==> src/rtl/mem_stage_lsu_if.sv <==
// Data-memory bus between the MEM-stage LSU (master) and data memory (slave).
// Request/grant handshake, then a single-beat read response on rvalid.
interface mem_stage_lsu_if;
  logic        req;
  logic        we;
  logic [31:0] addr;
  logic [31:0] wdata;
  logic [3:0]  be;
  logic        gnt;
  logic        rvalid;
  logic [31:0] rdata;

  modport master (output req, we, addr, wdata, be, input gnt, rvalid, rdata);
  modport slave  (input req, we, addr, wdata, be, output gnt, rvalid, rdata);
endinterface

==> src/rtl/mem_stage_lsu.sv <==
// MEM-stage load/store unit: ALU ops retire next edge, stores on the gnt edge, loads on the rvalid edge.
// Combinational stall_out holds upstream while a bus op is open; `define MISALIGN_TRAP_EN traps misaligned H/W.
module mem_stage_lsu #(
  parameter int         RESP_TIMEOUT = 255,
  parameter logic [1:0] MEM_SEL      = 2'b01
) (
  input  logic            clk,
  input  logic            rst,
  input  logic [31:0]     result_in,
  input  logic [31:0]     data2_in,
  input  logic [31:0]     sum_out_in,
  input  logic [31:0]     imm_in,
  input  logic [4:0]      rd_in,
  input  logic            we_in,
  input  logic [1:0]      controlRF_in,
  input  logic [2:0]      Type_dm_in,
  input  logic            store_in,
  mem_stage_lsu_if.master dmem,
  output logic            stall_out,
  output logic [31:0]     wb_data_out,
  output logic [4:0]      rd_out,
  output logic            we_out,
  output logic            bus_err_out
`ifdef MISALIGN_TRAP_EN
  ,
  output logic            misalign_out
`endif
);
  localparam int CW = (RESP_TIMEOUT < 2) ? 1 : $clog2(RESP_TIMEOUT + 1);

  typedef enum logic [1:0] {IDLE, REQ, RESP} state_t;

  state_t        state;
  logic [CW-1:0] cnt;

  logic        mem_op, is_b, is_h, sext, misalign;
  logic        timeout_hit, store_done, load_done, abort;
  logic [1:0]  lane;
  logic [3:0]  be_nxt;
  logic [31:0] wdata_nxt, rshift, load_data, wb_sel;

  assign mem_op = store_in | (controlRF_in == MEM_SEL);
  assign is_b   = (Type_dm_in[1:0] == 2'b00);
  assign is_h   = (Type_dm_in[1:0] == 2'b01);
  assign sext   = ~Type_dm_in[2];

`ifdef MISALIGN_TRAP_EN
  assign misalign = mem_op & (is_h ? result_in[0] : (~is_b & (result_in[1:0] != 2'b00)));
`else
  assign misalign = 1'b0;
`endif

  // Sub-word offset; H uses only a[1], W (and undefined codes) always lane 0.
  assign lane = is_b ? result_in[1:0] : (is_h ? {result_in[1], 1'b0} : 2'b00);

  always_comb begin
    be_nxt    = 4'b1111;
    wdata_nxt = data2_in;
    if (is_b) begin
      be_nxt    = 4'b0001 << lane;
      wdata_nxt = {4{data2_in[7:0]}};
    end else if (is_h) begin
      be_nxt    = 4'b0011 << lane;
      wdata_nxt = {2{data2_in[15:0]}};
    end
  end

  assign rshift = dmem.rdata >> {lane, 3'b000};

  always_comb begin
    load_data = rshift;
    if (is_b)
      load_data = {{24{sext & rshift[7]}}, rshift[7:0]};
    else if (is_h)
      load_data = {{16{sext & rshift[15]}}, rshift[15:0]};
  end

  always_comb begin
    wb_sel = result_in;
    if (controlRF_in == MEM_SEL)
      wb_sel = load_data;
    else if (controlRF_in == 2'b10)
      wb_sel = sum_out_in;
    else if (controlRF_in == 2'b11)
      wb_sel = imm_in;
  end

  assign timeout_hit = (RESP_TIMEOUT != 0) && (state != IDLE) && (cnt == CW'(RESP_TIMEOUT - 1));
  assign store_done  = (state == REQ) & dmem.gnt & store_in;
  assign load_done   = (state == RESP) & dmem.rvalid;
  // A grant or response arriving on the last allowed cycle still wins over the abort.
  assign abort       = timeout_hit & ~((state == REQ) & dmem.gnt) & ~load_done;

  // An aborted op also releases upstream, otherwise the held op would be reissued.
  assign stall_out = (state == IDLE) ? (mem_op & ~misalign)
                                     : ~(store_done | load_done | abort);

  always_ff @(posedge clk) begin
    if (rst) begin
      state        <= IDLE;
      cnt          <= '0;
      dmem.req     <= 1'b0;
      dmem.we      <= 1'b0;
      dmem.addr    <= '0;
      dmem.wdata   <= '0;
      dmem.be      <= '0;
      wb_data_out  <= '0;
      rd_out       <= '0;
      we_out       <= 1'b0;
      bus_err_out  <= 1'b0;
`ifdef MISALIGN_TRAP_EN
      misalign_out <= 1'b0;
`endif
    end else begin
      bus_err_out  <= 1'b0;
`ifdef MISALIGN_TRAP_EN
      misalign_out <= 1'b0;
`endif
      cnt          <= cnt + 1'b1;
      if (abort) begin
        state       <= IDLE;
        cnt         <= '0;
        dmem.req    <= 1'b0;
        bus_err_out <= 1'b1;
        wb_data_out <= '0;
        rd_out      <= rd_in;
        we_out      <= 1'b0;
      end else begin
        case (state)
          IDLE: begin
            cnt <= '0;
            if (misalign) begin
              wb_data_out  <= '0;
              rd_out       <= rd_in;
              we_out       <= 1'b0;
`ifdef MISALIGN_TRAP_EN
              misalign_out <= 1'b1;
`endif
            end else if (mem_op) begin
              state      <= REQ;
              dmem.req   <= 1'b1;
              dmem.we    <= store_in;
              dmem.addr  <= {result_in[31:2], 2'b00};
              dmem.wdata <= wdata_nxt;
              dmem.be    <= be_nxt;
            end else begin
              wb_data_out <= wb_sel;
              rd_out      <= rd_in;
              we_out      <= we_in;
            end
          end
          REQ: begin
            if (dmem.gnt) begin
              dmem.req <= 1'b0;
              cnt      <= '0;
              if (store_in) begin
                state       <= IDLE;
                wb_data_out <= wb_sel;
                rd_out      <= rd_in;
                we_out      <= 1'b0;
              end else begin
                state <= RESP;
              end
            end
          end
          RESP: begin
            if (dmem.rvalid) begin
              state       <= IDLE;
              cnt         <= '0;
              wb_data_out <= wb_sel;
              rd_out      <= rd_in;
              we_out      <= we_in;
            end
          end
          default: state <= IDLE;
        endcase
      end
    end
  end
endmodule
==> src/flat_wrapper.sv <==
// flat-port wrapper written by rule: the top's interface ports become plain ports
module mem_stage_lsu_flat 
#(
  parameter int         RESP_TIMEOUT = 255,
  parameter logic [1:0] MEM_SEL      = 2'b01
)
  (clk, rst, result_in, data2_in, sum_out_in, imm_in, rd_in, we_in, controlRF_in, Type_dm_in, store_in, stall_out, wb_data_out, rd_out, we_out, bus_err_out, dmem_req, dmem_we, dmem_addr, dmem_wdata, dmem_be, dmem_gnt, dmem_rvalid, dmem_rdata);
  mem_stage_lsu_if dmem_i ();
  input  logic clk;
  input  logic rst;
  input  logic [31:0] result_in;
  input  logic [31:0] data2_in;
  input  logic [31:0] sum_out_in;
  input  logic [31:0] imm_in;
  input  logic [4:0] rd_in;
  input  logic we_in;
  input  logic [1:0] controlRF_in;
  input  logic [2:0] Type_dm_in;
  input  logic store_in;
  output logic stall_out;
  output logic [31:0] wb_data_out;
  output logic [4:0] rd_out;
  output logic we_out;
  output logic bus_err_out;
  output wire logic [$bits(dmem_i.req)-1:0] dmem_req;
  output wire logic [$bits(dmem_i.we)-1:0] dmem_we;
  output wire logic [$bits(dmem_i.addr)-1:0] dmem_addr;
  output wire logic [$bits(dmem_i.wdata)-1:0] dmem_wdata;
  output wire logic [$bits(dmem_i.be)-1:0] dmem_be;
  input wire logic [$bits(dmem_i.gnt)-1:0] dmem_gnt;
  input wire logic [$bits(dmem_i.rvalid)-1:0] dmem_rvalid;
  input wire logic [$bits(dmem_i.rdata)-1:0] dmem_rdata;
  assign dmem_req = dmem_i.req;
  assign dmem_we = dmem_i.we;
  assign dmem_addr = dmem_i.addr;
  assign dmem_wdata = dmem_i.wdata;
  assign dmem_be = dmem_i.be;
  assign dmem_i.gnt = dmem_gnt;
  assign dmem_i.rvalid = dmem_rvalid;
  assign dmem_i.rdata = dmem_rdata;
  mem_stage_lsu #(.RESP_TIMEOUT(RESP_TIMEOUT), .MEM_SEL(MEM_SEL)) u_core (.clk(clk), .rst(rst), .result_in(result_in), .data2_in(data2_in), .sum_out_in(sum_out_in), .imm_in(imm_in), .rd_in(rd_in), .we_in(we_in), .controlRF_in(controlRF_in), .Type_dm_in(Type_dm_in), .store_in(store_in), .dmem(dmem_i), .stall_out(stall_out), .wb_data_out(wb_data_out), .rd_out(rd_out), .we_out(we_out), .bus_err_out(bus_err_out));
endmodule
==> config.mk <==
export PLATFORM = sky130hd
export DESIGN_NAME = mem_stage_lsu_flat
export DESIGN_NICKNAME = d
export VERILOG_FILES = /design/src/rtl/mem_stage_lsu_if.sv /design/src/rtl/mem_stage_lsu.sv /design/src/flat_wrapper.sv
export SDC_FILE = /design/constraint.sdc
export NUM_CORES = 1
export LEC_CHECK = 0
export ABC_CLOCK_PERIOD_IN_PS = 2100
export BUFFER_PORTS_ARGS = -buffer_cell sky130_fd_sc_hd__buf_4
export CAP_MARGIN = 20
export CORE_ASPECT_RATIO = 2
export CORE_MARGIN = 5
export CORE_UTILIZATION = 28
export CTS_CLUSTER_DIAMETER = 50
export DETAILED_ROUTE_END_ITERATION = 6
export PLACE_DENSITY = 0.52
export SETUP_SLACK_MARGIN = 0.5
export SYNTH_ARGS = -nofsm -noshare
export SYNTH_HDL_FRONTEND = slang
export SYNTH_SLANG_ARGS = --single-unit
==> constraint.sdc <==
create_clock -name clk -period 2.1 [get_ports clk]
set_input_delay 0 -clock clk [delete_from_list [all_inputs] [get_ports clk]]
set_output_delay 0 -clock clk [all_outputs]
set_load 0.05 [all_outputs]
==> impl.org <==
** Outcome
- Outcome :: completed

** Hold path
- Worst Hold Launch :: dmem_rdata[30]
- Tightest Hold Check Type :: primary input to flip-flop

** Clock network
- Clock tree synthesis inserted a total of 17 buffers.
- TritonCTS clock tree :: yes
- The clock passes through at most 2 buffers.
- TritonCTS Sinks :: 117
- The clock reaches the later pin of the worst-skew pair after 420 ps.
- H-tree level count :: 4
- Clock-pin slew was measured on the worst setup and hold paths at 50 ps.
- Clock tree synthesis selected as its root buffer the cell sky130_fd_sc_hd__clkbuf_16.

** Synth
- The most used flip-flop cell after synthesis is sky130_fd_sc_hd__dfxtp_1.
- In this run, synthesis inferred 0 flip-flops with an integrated enable.
- Library cell occupying the most area in the post-synthesis netlist :: sky130_fd_sc_hd__dfxtp_1
- After synthesis, the largest family of logic cells by area is compound AO/OA/AOI/OAI gates.
- The share of the Yosys chip area taken by registers is 0.393.
- The post-synthesis compound-gate area fraction is 0.250.
- Synth Area in Simple Gates :: 0.162
- The Yosys step of the flow raised 0 warnings.
- Xor and xnor area share after synthesis :: 0.00882
- By area the synthesized netlist is led by sky130_fd_sc_hd__dfxtp_1 39%, sky130_fd_sc_hd__nand2_1 7.3%, sky130_fd_sc_hd__a21oi_1 6.4%.
- Of the post-synthesis cell area, the part taken by muxes is 0.122.
- Post-Synth Adder-Cell Area :: 0.0126
- The share of synthesized area in the top cell type comes to 0.393.
- A synthesized cell averages 8.60 sq um.
- After technology mapping, the gate count stands at 693.
- Post-synthesis sequential element count :: 117
- The cell area that synthesis handed to floorplanning was 5960 sq um.
- Count of distinct cell types in the synthesized netlist :: 61
- Fraction of registers with async set or reset after synthesis :: 0

** Placed design
- The congestion estimate from routability-driven global placement came to 0.855.
- The wire-length estimate of the detail-placed layout is 21.0 mm.
- Counting tap cells, the placed design contains a total of 1197 instances.
- Placed Area :: 8290 sq um
- Count of input and output buffers :: 283

** Timing
- The hold violation count in the final report came to 0.
- After layout, the minimum clock period comes to 1740 ps.
- Setup violations remaining at the end of the flow were counted as 0.
- Post-route clock period utilization :: 0.827
- Actual transition at the worst max-transition pin :: 682 ps
- Summed negative setup slack over all endpoints :: 0 ps
- Between clock sinks in the finished design, the worst skew comes to 11.0 ps.
- Final number of max-transition violations :: 0
- Timing-limited maximum frequency :: 0.576 GHz
- Setup repair after global routing could not meet its margin everywhere.
- Measured against its own limit, the worst slew margin works out to 0.542.

** Worst setup path
- The worst setup path is captured at a flip-flop.
- Path type of the worst setup path :: flip-flop to flip-flop
- STA puts the critical path data required time at 2400 ps.
- For the worst setup path, the data arrival time is 2030 ps.
- CP Launch Type :: flip-flop
- Largest fanout on the critical path :: 12
- Launch instance of the worst register-to-register path :: u_core.state[0]
- The most critical setup path has its startpoint at u_core.state[0].

** Cells and area
- Finished Core Util :: 0.484
- For this run, the post-layout net count is 1234.
- Summing all non-filler instances in the final layout gives an area of 10200 sq um.
- In the final layout, the share of cells above drive strength 1 is 0.390.
- Leaving out filler cells and counting taps, the final layout contains 1334.
- The area growth from synthesis to layout is 70.7%.

** Global routing
- Entering global routing, the biggest net connects 84 pins.
- Wire length of the first global-routing pass :: 41.3 mm
- Number of global-route vias before repair :: 7091
- Number of antenna violations at the first check in global routing :: 1
- The total overflow left after global routing is 0.
- Combined global-route utilization of all metal layers :: 0.222

** Die
- Width of the die :: 113 microns
- Standard-cell row count :: 75
- The floorplan step defined a die boundary enclosing 24500 sq um.
- From bottom edge to top edge, the die measures 216 microns.
- Initial standard-cell utilization of the core :: 0.284
- I/O pin count :: 286
- Core region area :: 21000 sq um

** Power
- The worst-case IR drop observed on VDD is 409 uV.
- In this run the power density over the cells is 803 nW/um^2.
- Leakage power :: 4.37 nW

** Drt
- After detailed routing, the average wire length per cell comes to 21.5 microns.
- Drt total wl :: 28.7 mm
- Once detail routing completed, the nets flagged for antenna violations numbered 0.
- The first TritonRoute pass finished after 4 iterations.
- In the routed design, unresolved DRC markers number 0.
- DRT iter0 DRCs :: 345
- Ratio of routed vias to standard cells :: 5.04
- DR vias :: 6725

** Run
- Max-Cap Viols :: 0
==> cells by family after synthesis <==
kind of cell	Yosys count
xor+xnor	6
other cells	1
simple gates	221
compound gates	215
flops	117
buf+inv	67
fa+ha+maj	6
mux	60
==> cells in the mapped netlist, drive strengths merged, types with 5 or more instances <==
cell type and number:
a221o 8, nor2 57, nand2 117, o21ai 39, a2111oi 8, xor2 5
nand2b 7, a32o 16, a21oi 76, o31ai 9, clkbuf 33, ha 6
inv 6, dfxtp 117, o22ai 7, o221ai 8, nor3 15, buf 28
mux2i 23, o22a 16, mux2 30, nand3 13, mux4 7, a311oi 8
a211oi 8
==> stage by stage <==
stage,hold WS (ps),power (mW),setup WS [ps]
3_5_place_dp,243,4.81,262
4_1_cts,1.53,8.15,390
5_1_grt,9.26,8.49,353
2_1_floorplan,136,3.92,206
3_3_place_gp,233,4.80,287
6_report,6.14,8.17,364
==> area by class of cell <==
cell class                      count  area, sq um
Antenna cell                        1         2.50
Clock buffer                       21          470
Clock inverter                     10          153
Fill cell                        2114        10800
Inverter                            6         25.0
Multi-Input combinational cell    512         3460
Sequential cell                   117         2360
Tap cell                          269          337
Timing Repair Buffer              398         3370
==> layer usage <==
metal  up-vias  global-route usage  wire length (microns)
met3        42              0.0488                   1570
met4         0               0.101                   1070
met1      3202               0.221                   9900
li1       3240                   -                      -
met5         -                   0                      0
met2       241               0.427                  16100
==> cell usage in the layout, fill, tap and decap left out, types with 4 or more instances in the layout <==
cell type / n
sky130_fd_sc_hd__buf_4: 293
sky130_fd_sc_hd__nand2_1: 115
sky130_fd_sc_hd__dfxtp_1: 111
sky130_fd_sc_hd__dlygate4sd3_1: 93
sky130_fd_sc_hd__a21oi_1: 76
sky130_fd_sc_hd__nor2_1: 53
sky130_fd_sc_hd__o21ai_0: 36
sky130_fd_sc_hd__mux2_2: 30
sky130_fd_sc_hd__mux2i_1: 23
sky130_fd_sc_hd__clkbuf_16: 19
sky130_fd_sc_hd__o22a_1: 16
sky130_fd_sc_hd__a32o_1: 16
sky130_fd_sc_hd__nand3_1: 13
sky130_fd_sc_hd__nor3_1: 13
sky130_fd_sc_hd__a221o_1: 8
sky130_fd_sc_hd__o31ai_1: 8
sky130_fd_sc_hd__a211oi_1: 8
sky130_fd_sc_hd__a311oi_1: 8
sky130_fd_sc_hd__o221ai_1: 7
sky130_fd_sc_hd__o22ai_1: 7
sky130_fd_sc_hd__mux4_2: 7
sky130_fd_sc_hd__nand2b_1: 6
sky130_fd_sc_hd__buf_12: 6
sky130_fd_sc_hd__xor2_1: 5
sky130_fd_sc_hd__ha_1: 5
sky130_fd_sc_hd__clkinv_2: 5
sky130_fd_sc_hd__dfxtp_4: 5
sky130_fd_sc_hd__bufinv_16: 4
==> power by group <==
| part | internal (mW) | switching, mW | leakage, nW | total [mW] |
|---|---|---|---|---|
| clock | 2.06 | 1.07 | 0.308 | 3.13 |
| combinational | 0.988 | 1.53 | 3.10 | 2.52 |
| sequential | 2.41 | 0.109 | 0.968 | 2.52 |
| total | 5.46 | 2.71 | 4.37 | 8.17 |
==> path summary, 6_finish.rpt <==
| check | cells after the start | slack, ps | end |
|---|---|---|---|
| worst max-delay path | 4 | 360 | u_core.wb_data_out[2] |
| worst min-delay path | 4 | 6 | u_core.wb_data_out[30] |
| worst max register to register | 4 | 360 | u_core.wb_data_out[2] |
| worst min register to register | 2 | 450 | u_core.dmem.wdata[5] |
==> worst max-delay path, cell delays in order, from the launching register on <==
cell and delay, ps:
sky130_fd_sc_hd__dfxtp_4 370, sky130_fd_sc_hd__o31ai_4 410, sky130_fd_sc_hd__o21a_2 430, sky130_fd_sc_hd__nor2_1 70
sky130_fd_sc_hd__a2111oi_0 330
==> registers in the layout (all words and copies together) (netlist names) <==
signal,count
u_core.bus_err_out,1
u_core.cnt,8
u_core.dmem.addr,30
u_core.dmem.be,4
u_core.dmem.req,1
u_core.dmem.wdata,32
u_core.dmem.we,1
u_core.rd_out,5
u_core.state,2
u_core.wb_data_out,32
u_core.we_out,1
==> what timing repair did <==
action	CTS	global route
setup endpoints to repair	91	76
buffers inserted	3	5
gates resized for setup	20	23
endpoints found under the hold margin	94	0
cloned	0	4
hold buffers	93	0
pin swaps	1	24
Note: power is estimated with default switching activity, not from simulation.
